File: config.mk
export PLATFORM = sky130hd
export DESIGN_NAME = pc_predictor
export DESIGN_NICKNAME = d
export VERILOG_FILES = /design/src/rtl/pc_predictor.sv
export SDC_FILE = /design/constraint.sdc
export NUM_CORES = 2
export LEC_CHECK = 0
export CORE_AREA = 2 2 313 315
export CTS_BUF_LIST = sky130_fd_sc_hd__clkbuf_16
export CTS_CLUSTER_DIAMETER = 100
export DETAILED_ROUTE_END_ITERATION = 10
export DIE_AREA = 0 0 315 317
export HOLD_SLACK_MARGIN = 0.08
export PLACE_DENSITY_LB_ADDON = 0.2
export SLEW_MARGIN = 20
export SYNTH_ARGS = -nofsm -noshare
export SYNTH_HDL_FRONTEND = slang
export SYNTH_SLANG_ARGS = --single-unit
File: constraint.sdc
create_clock -name clock -period 12.5 [get_ports clock]
set_input_delay 2.5 -clock clock [delete_from_list [all_inputs] [get_ports clock]]
set_output_delay 2.5 -clock clock [all_outputs]
set_load 0.01 [all_outputs]
File: src/rtl/pc_predictor.sv
// rtl/pc_predictor.sv - fetch PC generator with direct-mapped BTB and 2-bit counters
//
// Purpose: produces the fetch PC each cycle, predicts taken branches/jumps
// from a direct-mapped branch target buffer, and redirects the PC (flushing
// IF/ID) when the execute stage reports a misprediction.
//
// Ports:
//   clock, reset             falling-edge clock, synchronous active-high reset
//   enable_pc                global enable; PC, BTB and perf counter hold when low
//   do_hazard, do_halt_pc    hold the PC
//   do_interrupt/interrupt_pc    jump to interrupt vector
//   do_it_load_pc/it_return_pc   return from interrupt
//   resolve_*                resolved control-flow info from execute
//   current_pc               fetch PC
//   pred_taken, pred_target  BTB prediction for current_pc
//   mispredict, do_flush_REG1    redirect in effect this cycle
//   perf_mispredict          saturating misprediction count
module pc_predictor #(
    parameter int                  PC_WIDTH    = 32,
    parameter int                  BTB_ENTRIES = 16,
    parameter logic [PC_WIDTH-1:0] RESET_PC    = '0
) (
    input  logic                clock,
    input  logic                reset,
    input  logic                enable_pc,
    input  logic                do_hazard,
    input  logic                do_halt_pc,
    input  logic                do_interrupt,
    input  logic [PC_WIDTH-1:0] interrupt_pc,
    input  logic                do_it_load_pc,
    input  logic [PC_WIDTH-1:0] it_return_pc,
    input  logic                resolve_valid,
    input  logic [PC_WIDTH-1:0] resolve_pc,
    input  logic                resolve_taken,
    input  logic [PC_WIDTH-1:0] resolve_target,
    input  logic                resolve_pred_taken,
    input  logic [PC_WIDTH-1:0] resolve_pred_target,
    output logic [PC_WIDTH-1:0] current_pc,
    output logic                pred_taken,
    output logic [PC_WIDTH-1:0] pred_target,
    output logic                mispredict,
    output logic                do_flush_REG1,
    output logic [31:0]         perf_mispredict
);

    localparam int IDX   = $clog2(BTB_ENTRIES);
    localparam int TAG_W = PC_WIDTH - IDX - 2;

    logic [PC_WIDTH-1:0] pc_q;
    logic [PC_WIDTH-1:0] pc_d;
    logic [31:0]         perf_q;

    logic [BTB_ENTRIES-1:0] valid_q;
    logic [TAG_W-1:0]       tag_q    [BTB_ENTRIES];
    logic [PC_WIDTH-1:0]    target_q [BTB_ENTRIES];
    logic [1:0]             ctr_q    [BTB_ENTRIES];

    // Fetch-side lookup
    logic [IDX-1:0]   fetch_idx;
    logic [TAG_W-1:0] fetch_tag;
    logic             fetch_hit;

    assign fetch_idx = pc_q[IDX+1:2];
    assign fetch_tag = pc_q[PC_WIDTH-1:IDX+2];
    assign fetch_hit = valid_q[fetch_idx] && (tag_q[fetch_idx] == fetch_tag);

    assign pred_taken  = fetch_hit && ctr_q[fetch_idx][1];
    assign pred_target = fetch_hit ? target_q[fetch_idx] : '0;

    // Resolve-side lookup
    logic [IDX-1:0]   res_idx;
    logic [TAG_W-1:0] res_tag;
    logic             res_hit;
    logic             btb_we;
    logic [1:0]       ctr_inc;
    logic [1:0]       ctr_dec;

    assign res_idx = resolve_pc[IDX+1:2];
    assign res_tag = resolve_pc[PC_WIDTH-1:IDX+2];
    assign res_hit = valid_q[res_idx] && (tag_q[res_idx] == res_tag);
    assign btb_we  = resolve_valid && enable_pc;
    assign ctr_inc = (ctr_q[res_idx] == 2'b11) ? 2'b11 : ctr_q[res_idx] + 2'b01;
    assign ctr_dec = (ctr_q[res_idx] == 2'b00) ? 2'b00 : ctr_q[res_idx] - 2'b01;

    // A not-taken branch only mispredicts on direction; the predicted target
    // is meaningless unless the branch was actually taken.
    logic [PC_WIDTH-1:0] redirect_pc;

    assign mispredict = resolve_valid &&
                        ((resolve_taken != resolve_pred_taken) ||
                         (resolve_taken && (resolve_target != resolve_pred_target)));
    assign do_flush_REG1 = mispredict;
    assign redirect_pc   = resolve_taken ? resolve_target : resolve_pc + PC_WIDTH'(4);

    // Next fetch PC; first matching condition wins.
    always_comb begin
        pc_d = pc_q + PC_WIDTH'(4);
        if (!enable_pc) begin
            pc_d = pc_q;
        end else if (do_it_load_pc) begin
            pc_d = it_return_pc;
        end else if (do_interrupt) begin
            pc_d = interrupt_pc;
        end else if (mispredict) begin
            pc_d = redirect_pc;
        end else if (do_hazard || do_halt_pc) begin
            pc_d = pc_q;
        end else if (pred_taken) begin
            pc_d = pred_target;
        end
    end

    always_ff @(negedge clock) begin
        if (reset) begin
            pc_q    <= RESET_PC;
            valid_q <= '0;
            perf_q  <= '0;
            for (int i = 0; i < BTB_ENTRIES; i++) begin
                ctr_q[i] <= 2'b01;
            end
        end else begin
            pc_q <= pc_d;
            if (btb_we) begin
                if (resolve_taken) begin
                    // Hit: strengthen; miss: allocate as weak taken.
                    valid_q[res_idx] <= 1'b1;
                    tag_q[res_idx]   <= res_tag;
                    ctr_q[res_idx]   <= res_hit ? ctr_inc : 2'b10;
                end else if (res_hit) begin
                    ctr_q[res_idx] <= ctr_dec;
                end
            end
            if (mispredict && enable_pc && (perf_q != 32'hFFFF_FFFF)) begin
                perf_q <= perf_q + 32'd1;
            end
        end
    end

    // Targets are not cleared by reset; valid bits gate their use.
    always_ff @(negedge clock) begin
        if (!reset && btb_we && resolve_taken) begin
            target_q[res_idx] <= resolve_target;
        end
    end

    assign current_pc      = pc_q;
    assign perf_mispredict = perf_q;

endmodule

==> summary.md <==
| Metric | Value |
|---|---|
| I/O pins | `between 200 and 300` |
| Remaining DRCs | `0` |
| Die Y | `between 300 and 400 um` |
| Data required time at the worst endpoint | `10.00 ns` |
| Initial Util | `49.8%` |
| HPWL Detailed | `roughly 110 mm` |
| Worst hold slack | `around 0.47 ns` |
| Routability cong. | `0.966` |
| Area delta synth->final | `31.0%` |
| Worst R2R Path Depth | `12` |
| CTS buffer count | `112` |
| Setup repair after global routing missed its margin | `true` |
| Overflow after GRT | `0` |
| Worst-path fanout max | `8` |
| CTS Buffer Depth | `3` |
| Worst slew pin tran | `1.07 ns` |
| Initial DRC Count | `5505` |
| Vias in the first global route | `37642` |
| Share of the synthesized area in the top cell type | `60.1%` |
| CP endpoint kind | `primary output` |
| Syn avg cell area | `17.2 um^2` |
| Slew headroom | `28.1%` |
| Clk_lat worst skew | `roughly 0.73 ns` |
| Cell repeated most along the worst path | `buf_12` |
| Crit path cell chain | `buf_12 -> buf_4 -> mux4_2 -> mux2_4 -> nand2_2 -> and3b_2 -> o211ai_1 -> or4b_4 -> nor4_4 -> buf_12 -> buf_12 -> buf_12 -> and2_4 -> buf_6` |
| EDFF count, synth | `960` |
| Layout cells sized above 1 | `24.2%` |
| Post-Syn Nets | `2961` |
| Non-filler cells, final | `5708` |
| # rows | `114` |
| GRT Total Usage | `33.9%` |
| I/O Buffers | `about 270` |
| Worst setup path class | `flip-flop to primary output` |
| Hold crit path type | `flip-flop to flip-flop` |
| Post-layout util | `around 65%` |
| Die ar. | `between 0.09 and 0.1 mm^2` |
| Final nets | `4514` |
| DR vias/cell | `between 6 and 7` |
| List of most frequent post-synthesis cells | `edfxtp_1 (960), mux4_2 (392), nor2_1 (130), clkbuf_1 (100), nand2_1 (95)` |
| Place WS | `-0.130 ns` |
| Clock skew | `0.0440 ns` |
| Async set or reset register ratio after synthesis | `0%` |
| Top delay family on crit path | `simple AND/OR/NAND/NOR gates` |
| Most used DFF post-synth | `edfxtp_1` |
| Max-cap violations | `0` |
| Final hold vios | `0` |
| Synth top area cells | `edfxtp_1 (60%), mux4_2 (18%), dfxtp_1 (3.5%), mux2i_1 (1.9%), xnor2_1 (1.5%)` |
| Worst path slowest cell | `or4b_4` |
| Final setup violation count | `33` |
| Final wirelength | `about 170 mm` |
| Unique masters post-synth | `87` |
| Hold path depth | `1` |
| Critical Path Stages | `14` |
| Peak supply drop | `between 0.1 and 0.15 mV` |
| Largest net degree at the start of global routing | `69` |
| Sequential share of the synthesized area | `a little under two thirds` |
| Synth Register Bits | `1044` |
| Status | `complete, but fails checks` |
| Critical Path AT | `10.51 ns` |
| Final worst slack | `-0.512 ns` |
| Leakage power total | `~25 nW` |
| Mapped Cells | `around 2800` |
| DP Cell Count | `4421` |
| Max Slew Vio Count | `0` |
| Antenna Nets Post-Route | `0` |
| WL/cell | `29.8 um` |
| CTS tree | `built` |
| Vias | `around 35000` |
| Die X | `roughly 320 um` |
| Failing checks | `negative setup slack` |
| Root buffer cell | `clkbuf_16` |
| TritonCTS Sinks | `~1000` |
| Crit path largest cell delay | `0.61 ns` |
| Cell taking the most area after synthesis | `edfxtp_1` |
| H-tree depth | `3` |
| Critical path launch point type | `flip-flop` |
| Initial antenna violation count | `9` |
| Yosys warns | `0` |
| Clock transition at path regs | `0.03 ns` |
| Pwr/cell area | `roughly 160 mW/mm^2` |
| First-pass GRT wire length | `240 mm` |
| Router iterations before antenna repair | `6` |
| Most common cell in the netlist | `edfxtp_1` |
| WP buf/inv | `6` |
| Core box area | `0.0963 mm^2` |
| Synthesized area | `0.0479 mm^2` |
-- state kept, by name, summed over array words and instances, names as in the netlist, named ones only --
signal and cells:
current_pc 32, perf_mispredict 32, target_q 512, ctr_q 32
tag_q 416, valid_q 16
-- final timing paths --
check | end | slack [ns] | startpoint
worst max-delay path | pred_target[4] | -0.51 | flip-flop
worst min-delay path | valid_q[14]$_SDFFE_NP0P_ | 0.47 | valid_q[14]$_SDFFE_NP0P_
worst max register to register | flip-flop | 6.70 | flip-flop
worst min register to register | valid_q[14]$_SDFFE_NP0P_ | 0.47 | valid_q[14]$_SDFFE_NP0P_
-- final cells by class --
type	instances	area, um^2
antenna	1	2.50
clock buffer	113	2830
clock inverter	1138	4990
fill	6955	33500
inverter	43	164
multi-input combinational	1503	16800
sequential	1044	30500
tap	1276	1600
timing repair buffer	590	5940
-- layer usage --
metal	share of wire, %	vias up	global-route usage [%]
met2	47	2797	52.0
met3	13	479	12.1
li1	-	14546	-
met4	4.7	4	19.3
met1	35	17628	42.1
met5	0.016	-	0
-- what timing repair did --
item,CTS,global route
hold endpoints to repair,0,0
pin swaps,8,7
gates cloned,4,0
setup endpoints to repair,33,33
buffers inserted,23,10
hold buffers,0,0
resized for setup,223,14
-- where the power goes --
group          leakage [nW]  total, W  internal, W  switching [W]
registers              9.36   0.00390      0.00387      0.0000368
logic                  7.86  0.000992     0.000453       0.000540
clock network          7.48   0.00485      0.00248        0.00237
total                  24.7   0.00975      0.00680        0.00295
-- through the flow --
step                power (W)  TNS, ns  cell area, um^2
finish                0.00975   -15.75            62800
global route           0.0103   -17.21            62800
CTS                   0.00982   -14.20            62700
detailed placement    0.00538    -3.67            54300
global placement      0.00536    -2.06            54300
floorplan             0.00492        0            47900
-- cells in the final DEF (no fill, tap or decap), types with 16 or more instances in the layout --
cell type        instances
mux4_2                 392
nand2_1                 94
buf_12                  54
o22ai_1                 24
a21o_1                  19
clkinvlp_2              25
xor2_1                  66
o21ai_0                 57
nor4_1                  37
and2_4                  32
a21oi_1                 66
nor3_1                  30
a211oi_1                18
nor2_1                  98
nand4_1                 27
edfxtp_1               960
a22oi_1                 23
nand3_1                 45
clkdlybuf4s50_1        229
inv_1                 1102
bufinv_16               18
buf_4                  254
inv_4                   16
or3_1                   25
buf_6                   41
clkbuf_16              113
nor2_4                  32
mux2i_1                 86
dfxtp_1                 80
mux2_2                  24
xnor2_1                 82
-- logic make-up (layout without fill, tap and decap cells) --
logic type | Yosys count | in the layout | synth area share, %
DFF | 1044 | 1044 | 63.6
and+or+nand+nor | 509 | 509 | 5.54
muxes | 508 | 508 | 20.9
AOI/OAI and AO/OA | 330 | 330 | 4.69
buffers and inverters | 238 | 1884 | 2.32
xor gates and xnor gates | 150 | 150 | 2.76
adders and majority gates | 6 | 6 | 0.157
other | 0 | 1 | 0
-- worst register-to-register path: stages, from the launching register on --
cell	delay, ns
dfxtp_4	0.52
buf_12	0.27
buf_4	0.39
buf_4	0.51
mux4_2	0.39
buf_4	0.22
inv_1	0.06
a2111oi_1	0.81
and4b_1	0.35
buf_4	0.33
and2_1	0.83
a31oi_1	0.22
a211oi_2	0.69
(Power assumes the default switching activity.)
==> variant, RTL diff (same flow settings) <==
Change the parameter `BTB_ENTRIES` from 16 to 8.
--- a/src/rtl/pc_predictor.sv
+++ b/src/rtl/pc_predictor.sv
@@ -17,7 +17,7 @@
 //   perf_mispredict          saturating misprediction count
 module pc_predictor #(
     parameter int                  PC_WIDTH    = 32,
-    parameter int                  BTB_ENTRIES = 16,
+    parameter int                  BTB_ENTRIES = 8,
     parameter logic [PC_WIDTH-1:0] RESET_PC    = '0
 ) (
     input  logic                clock,
Behaviour: not the same (a bounded check fails within 4 cycles, from zero or initial values and one cycle with reset high).
==> variant against the original RTL <==
  * Area after synthesis shrank 43%
  * Routed wire length shrank 34%
  * Setup slack gained 0.33 ns
  * Clock skew shrank 0.0064 ns
  * The flow still finishes with violations (setup timing)
  * Non-clock buffer count shrank 72
  * Sequential cell count shrank 481
  * Combinational power shrank 34%
  * Highest routed layer unchanged
  * Power shrank 42%
  * Global-route usage shrank 12 points
  * Final area shrank 39%
==> variant: results (changes against the original RTL) <==
top cells by instance count after synthesis=edfxtp_1 (488), nor2_1 (142), mux2i_1 (133); worst slew pin tran=1.19 ns (+0.112 ns); Placed Cells=3567 (-19%); Netlist cell types=72 (-17%); clock root buffer=clkbuf_16; cts bufs inserted=69 (-38%); DRT iter0 DRCs=2158 (-61%); Post-synth EDFFs=488 (-49%); Post-Syn Nets=2118 (-28%); final setup fails=33 (unchanged); sequential fraction of the synthesis area=0.591 (-0.0458); Synth top area share=0.536 (-0.0656); Post-DP HPWL=75.2 mm (-29%); Synth area leaders=edfxtp_1 (54%), mux4_2 (10%), dfxtp_1 (5.5%); fillcell total=9304 (+34%); Final Skew=0.0376 ns (-0.00640 ns); Min-Delay Path Class=flip-flop to flip-flop; via count=22.5k (-37%); vias in the first global route=23.7k (-37%); Largest regs=target_q: 256 flops, tag_q: 216 flops; Final Wtd Congestion=0.927 (-4.1%); global-route usage over all layers=0.220 (-0.119); largest net degree at the start of global routing=61 (-12%); fin worst setup slack=-0.187 ns (+0.325 ns); antenna violations before repair=12 (+3); CP Max Fanout=7 (-1); status=finished, violations left; global-route wire length before repair=158 mm (-34%); ys async rst share=0 (unchanged); critical path arrival=10.19 ns (-0.32 ns); Nets=3142 (-30%); WL final=111 mm (-34%); Post-Layout Cell Count=4301 (-25%); failing checks=setup timing; max reg flops=256 (-50%); peak supply drop=0.0000943 V (-20%); Syn Area/Cell=14.1 um^2 (-18%); Setup TNS=-3.97 ns (+11.79 ns); clock latency on the worst-skew pair=0.66 ns (-0.07 ns); CTS max path bufs=3 (unchanged)
variant: cell types whose count changed after synthesis, sizes merged, moves of 24 or more:
cell and change:
edfxtp -472, mux4 -266, buf -42, mux2i +42, and2 -28, nor3 +27, o21ai -26, clkbuf -25
a221oi +24
variant: metrics by stage:
step | total power [mW] | utilization | hold slack, ns | instance area (um^2) | setup WS [ns]
floorplan | 2.69 | - | 0.439 | 27400 | -0.386
global placement | 3.01 | 0.342 | 0.457 | 32900 | -0.0185
detailed placement | 3.02 | 0.342 | 0.462 | 32900 | 0.000833
CTS | 5.70 | 0.396 | 0.486 | 38200 | -0.140
global route | 5.94 | 0.397 | 0.495 | 38300 | -0.238
finish | 5.62 | 0.398 | 0.485 | 38300 | -0.187
variant: layout make-up:
class / count / area share
Sequential cell: 563 / 0.422
Multi-Input combinational cell: 1236 / 0.285
Timing Repair Buffer: 518 / 0.131
Clock inverter: 618 / 0.0726
Clock buffer: 70 / 0.0458
Tap cell: 1276 / 0.0417
Inverter: 18 / 0.00177
Antenna cell: 2 / 0.000131
variant: metal layers:
metal	track usage	up-vias	wire (um)
met1	0.278	11300	45500
met4	0.0988	10	3180
li1	-	9705	-
met5	0	-	103
met2	0.344	1264	52100
met3	0.0715	205	10600
variant: worst max-delay path: stages (launching register included):
cell and delay, ns:
dfxtp_4 0.40, buf_4 0.14, buf_4 0.10, mux4_2 0.49
mux2i_1 0.27, xor2_2 0.27, nand4_1 0.12, or2_4 0.27
or4_4 0.67, buf_16 0.23, buf_8 0.13, nor2_1 0.07
buf_2 0.14
variant: cell families (layout without fill, tap and decap cells):
logic type | Yosys count | after routing | share of synthesized area
flip-flops | 563 | 563 | 0.591
AND/OR/NAND/NOR | 516 | 516 | 0.0945
multiplexers | 297 | 297 | 0.169
AO/OA/AOI/OAI | 267 | 267 | 0.0708
XOR/XNOR | 153 | 153 | 0.0490
buffers and inverters | 146 | 1224 | 0.0250
adder cells (fa/ha/maj) | 3 | 3 | 0.00137
other | 0 | 2 | 0
variant: worst paths after layout:
path	from	slack, ns	to	cells past startpoint
setup / recovery	flip-flop	-0.19	pred_target[15]	12
hold / removal	valid_q[5]$_SDFFE_NP0P_	0.49	valid_q[5]$_SDFFE_NP0P_	1
setup reg to reg	flip-flop	8.13	flip-flop	16
hold reg to reg	valid_q[5]$_SDFFE_NP0P_	0.49	valid_q[5]$_SDFFE_NP0P_	1
variant: timing repair:
action / 4_1_cts / 5_1_grt
resized for setup: 226 / 23
gates cloned: 6 / 0
buffers inserted: 34 / 7
pin swaps: 38 / 8
setup endpoints to repair: 33 / 33
variant: power breakdown:
part	switching, mW	internal (mW)
clock	1.31	1.54
combinational	0.360	0.294
sequential	0.0337	2.08
